--- src/rtl/hw9_smultiplier.sv ---
// Sequential unsigned shift-add multiplier with a Start/Ready handshake.
// One multiplier bit is handled per TEST/(ADD)/SHIFT pass, LSB first. The
// accumulator lives in the upper half of P and the multiplier in the lower
// half. Each SHIFT moves the carry into the top bit and drops the bit that
// has just been consumed.
module hw9_smultiplier #(
  parameter int WIDTH = 4
) (
  input  logic               clk,
  input  logic               reset,
  input  logic               Start,
  input  logic [WIDTH-1:0]   word1,
  input  logic [WIDTH-1:0]   word2,
  output logic [2*WIDTH-1:0] product,
  output logic               Ready,
  output logic [3:0]         state
);

  localparam int CW = $clog2(WIDTH + 1);

  typedef enum logic [3:0] {
    IDLE  = 4'd0,
    TEST  = 4'd1,
    ADD   = 4'd2,
    SHIFT = 4'd3,
    DONE  = 4'd4
  } state_e;

  state_e             state_q, state_d;
  logic [WIDTH-1:0]   a_q, a_d;
  logic [2*WIDTH-1:0] p_q, p_d;
  logic               c_q, c_d;
  logic [CW-1:0]      cnt_q, cnt_d;
  logic [2*WIDTH-1:0] prod_q, prod_d;
  logic [WIDTH:0]     sum;

  // The sum is one bit wider than the operands so that the carry-out is kept.
  assign sum = {1'b0, p_q[2*WIDTH-1:WIDTH]} + {1'b0, a_q};

  // State and datapath registers. Reset discards any operation in flight.
  always_ff @(posedge clk or posedge reset) begin
    if (reset) begin
      state_q <= IDLE;
      a_q     <= '0;
      p_q     <= '0;
      c_q     <= 1'b0;
      cnt_q   <= '0;
      prod_q  <= '0;
    end else begin
      state_q <= state_d;
      a_q     <= a_d;
      p_q     <= p_d;
      c_q     <= c_d;
      cnt_q   <= cnt_d;
      prod_q  <= prod_d;
    end
  end

  // Controller next state and datapath updates. Every register holds by default.
  always_comb begin
    state_d = state_q;
    a_d     = a_q;
    p_d     = p_q;
    c_d     = c_q;
    cnt_d   = cnt_q;
    prod_d  = prod_q;
    unique case (state_q)
      IDLE: begin
        if (Start) begin
          a_d     = word1;
          p_d     = {{WIDTH{1'b0}}, word2};
          c_d     = 1'b0;
          cnt_d   = '0;
          state_d = TEST;
        end
      end
      TEST:  state_d = p_q[0] ? ADD : SHIFT;
      ADD: begin
        {c_d, p_d[2*WIDTH-1:WIDTH]} = sum;
        state_d = SHIFT;
      end
      SHIFT: begin
        p_d     = {c_q, p_q[2*WIDTH-1:1]};
        c_d     = 1'b0;
        cnt_d   = cnt_q + CW'(1);
        state_d = (cnt_q == CW'(WIDTH - 1)) ? DONE : TEST;
      end
      DONE: begin
        prod_d  = p_q;
        state_d = IDLE;
      end
      // Unused codes recover to IDLE on the next edge.
      default: state_d = IDLE;
    endcase
  end

  assign product = prod_q;
  assign Ready   = (state_q == IDLE);
  assign state   = state_q;

endmodule

--- config.mk ---
export PLATFORM = sky130hd
export DESIGN_NAME = hw9_smultiplier
export DESIGN_NICKNAME = d
export VERILOG_FILES = /design/src/rtl/hw9_smultiplier.sv
export SDC_FILE = /design/constraint.sdc
export NUM_CORES = 1
export LEC_CHECK = 0
export ABC_CLOCK_PERIOD_IN_PS = 1500
export BUFFER_PORTS_ARGS = -buffer_cell sky130_fd_sc_hd__buf_2
export CORE_MARGIN = 10
export CORE_UTILIZATION = 50
export CTS_BUF_LIST = sky130_fd_sc_hd__clkbuf_8
export DETAILED_ROUTE_END_ITERATION = 16
export PLACE_DENSITY = 0.8
export SLEW_MARGIN = 40
export SYNTH_ARGS = -nofsm -noshare
export SYNTH_HDL_FRONTEND = slang
export SYNTH_SLANG_ARGS = --single-unit
export TNS_END_PERCENT = 10
--- constraint.sdc ---
create_clock -name clk -period 1.5 [get_ports clk]
set_input_delay 0.3 -clock clk [delete_from_list [all_inputs] [get_ports clk]]
set_output_delay 0.3 -clock clk [all_outputs]
set_load 0.005 [all_outputs]
==> reports/qor.csv <==
stage,metric,value,unit
logic_synthesis,post-synthesis sequential area ratio,49.3,%
grt,initial antenna violation count,0,
logic_synthesis,most numerous cell in the Yosys netlist,dfrtp_1,
timing,Tcrit/Tclk final,104,%
finish,Final Instance Area,1630,um^2
timing,hold slack,0.0714,ns
timing,Final setup viols,3,
setup_path,critical path's largest stage delay,0.41,ns
logic_synthesis,"Cell Area, Synth",1370,um^2
logic_synthesis,predominant post-synthesis flop cell,dfrtp_1,
die,core area,2540,um^2
drt,Starting DRT DRC Count,13,
finish,nets@finish,173,
power_and_ir_drop,Leak Pwr,0.819,nW
finish,Antenna diodes,0,
clock_network,clk sinks,27,
timing,"Slew Viols, Final",0,
setup_path,CP Capture Type,flip-flop,
placement,pre-CTS WS,-0.0787,ns
logic_synthesis,syn nets,138,
logic_synthesis,"Avg Cell Area, Syn",11.4,um^2
die,starting density of the core,53.8,%
setup_path,critical path cell sequence,"ha_1, a21o_1, a21oi_2, or4_1, a32oi_1",
drt,first drt pass iteration count,4,
clock_network,TritonCTS Buffers,3,
clock_network,H-tree depth,1,
logic_synthesis,number of synthesized register bits,27,
finish,area grow syn2layout,19.3,%
placement,hpwl dp,2180,um
clock_network,clock tree buffer depth,2,
timing,RSZ-0062 raised after global routing,yes,
placement,placement-stage cell area,1570,um^2
clock_network,CTS tree,yes,
timing,Final Worst Setup Slack,-0.0649,ns
finish,share of cells above drive strength 1,39.0,%
die,num rows,18,
setup_path,Worst Path Arrival,1.75,ns
timing,fmax,0.639,GHz
drt,Post-route DRC,0,
status,status,finished with violations,
flow_run,max-cap violations,0,
logic_synthesis,"Warnings, synthesis",0,
grt,GRT Resource Usage Total,11.8,%
status,failing checks,negative setup slack,
min_path,Hold Crit Class,input pin to asynchronous set/reset pin,
setup_path,crit start category,flip-flop,
die,Die Footprint,5230,um^2
die,Die Y,72.3,um
grt,first-pass GRT wire length,5000,um
power_and_ir_drop,VDD IR-drop max,0.00121,V
die,IO Count,24,
logic_synthesis,"top cells by count, synth","27 x dfrtp_1, 14 x nand2_1, 11 x mux2_2, 11 x o21ai_0",
logic_synthesis,asr flop ratio synth,100,%
drt,drt wl/cell,15.0,um
clock_network,Root Buffer,clkbuf_8,
timing,final hold vios,0,
setup_path,Setup Crit Path Kind,flip-flop to flip-flop,
logic_synthesis,post-synth top area cell,dfrtp_1,
grt,total gr overflow,0,
setup_path,Crit path depth,5,
power_and_ir_drop,PwrDens,1950,nW/um^2
grt,vias in the first global route,1108,
setup_path,CP Max Fanout,2,
drt,"antenna viol nets, final",0,
setup_path,r2r worst-path depth,5,
grt,largest net degree at the start of global routing,28,
setup_path,slowest cell on the critical path,dfrtp_1,
clock_network,worst skew pair latency,0.27,ns
drt,DRT Wirelength,2750,um
drt,routed vias/inst,5.29,
logic_synthesis,"EDFF count, synth",0,
setup_path,largest delay contributor family on the critical path,flip-flops,
logic_synthesis,library cells used by synthesis,31,
placement,Final GP Congestion,0.765,
placement,count of input and output buffers,22,
timing,crit path time final,1.56,ns
logic_synthesis,Post-Synthesis Cells,120,
timing,setup TNS,-0.146,ns
die,Chip Width,72.3,um
logic_synthesis,top-area cell type share of the netlist area,49.3,%
drt,vias after detailed routing,974,
timing,clock skew,0.00575,ns
logic_synthesis,"top cells by area, synth","dfrtp_1 49%, mux2_2 9.0%, ha_1 5.5%",
setup_path,CP bufs+invs,0,
clock_network,"Reg clk slew, reported paths",0.09,ns
finish,final core occ,64.2,%
setup_path,WP data required,1.69,ns
-- per-layer routing --
metal | GRT usage [%] | vias up | share of wire (%)
met5 | 0 | - | 0
met4 | 3.87 | 0 | 0.91
met3 | 4.22 | 5 | 5.3
met2 | 21.2 | 17 | 52
met1 | 12.5 | 475 | 42
li1 | - | 477 | -
-- cell usage in the layout, fill, tap and decap left out, drive strengths merged, types with 3 or more instances in the layout --
cell type,count
o21ai,11
nor3,3
nor2,6
buf,37
ha,6
mux2,11
nand2,14
mux2i,5
nor2b,3
inv,6
clkbuf,3
dfrtp,27
a21oi,4
-- per-stage QoR --
stage | std cells | power, mW
2_1_floorplan | 120 | 2.25
3_3_place_gp | 179 | 2.65
3_5_place_dp | 179 | 2.77
4_1_cts | 184 | 3.20
5_1_grt | 184 | 3.49
6_report | 184 | 3.19
-- power by group --
part | switching [mW] | internal (mW)
sequential | 0.240 | 1.04
clock | 0.224 | 0.186
combinational | 0.721 | 0.775
-- path summary, 6_finish.rpt --
path                       startpoint       end  slack, ns
max                            a_q[1]    p_q[7]      -0.06
min                             reset  cnt_q[2]       0.07
min reg2reg                       c_q       c_q       0.48
max in group asynchronous       reset  state[0]       1.16
max reg2reg                    a_q[1]    p_q[7]      -0.06
min in group clk             word1[1]    a_q[1]       0.23
-- tightest hold or removal path, stage by stage --
cell	delay (ns)
buf_2	0.10
inv_1	0.04
buf_4	0.32
-- registers in the layout, indices dropped and copies added, names as in the netlist --
| name | flops |
|---|---|
| a_q | 4 |
| product | 8 |
| p_q | 8 |
| cnt_q | 3 |
| state | 3 |
| c_q | 1 |
-- cells by family after synthesis --
group	count (synthesis)	share of synthesized area (%)
muxes	16	12.7
buffers and inverters	13	6.21
DFF	27	49.3
adders and majority gates	7	6.94
other	1	0.274
xor gates and xnor gates	1	0.639
AOI/OAI and AO/OA	21	9.04
and+or+nand+nor	34	14.9
-- area by class of cell --
type | count | area (um^2)
well taps | 30 | 37.5
clock inverters | 1 | 5.00
clock buffers | 3 | 41.3
repair buffers | 37 | 235
flip-flops and latches | 27 | 677
fillers | 219 | 911
multi-input cells | 80 | 616
inverters | 6 | 22.5
-- what timing repair did --
action	4_1_cts	5_1_grt
buffers inserted	1	0
setup endpoints to repair	3	10
hold buffers	0	0
resized for setup	0	4
pin swaps	3	0
Note: power is estimated with default switching activity, not from simulation.
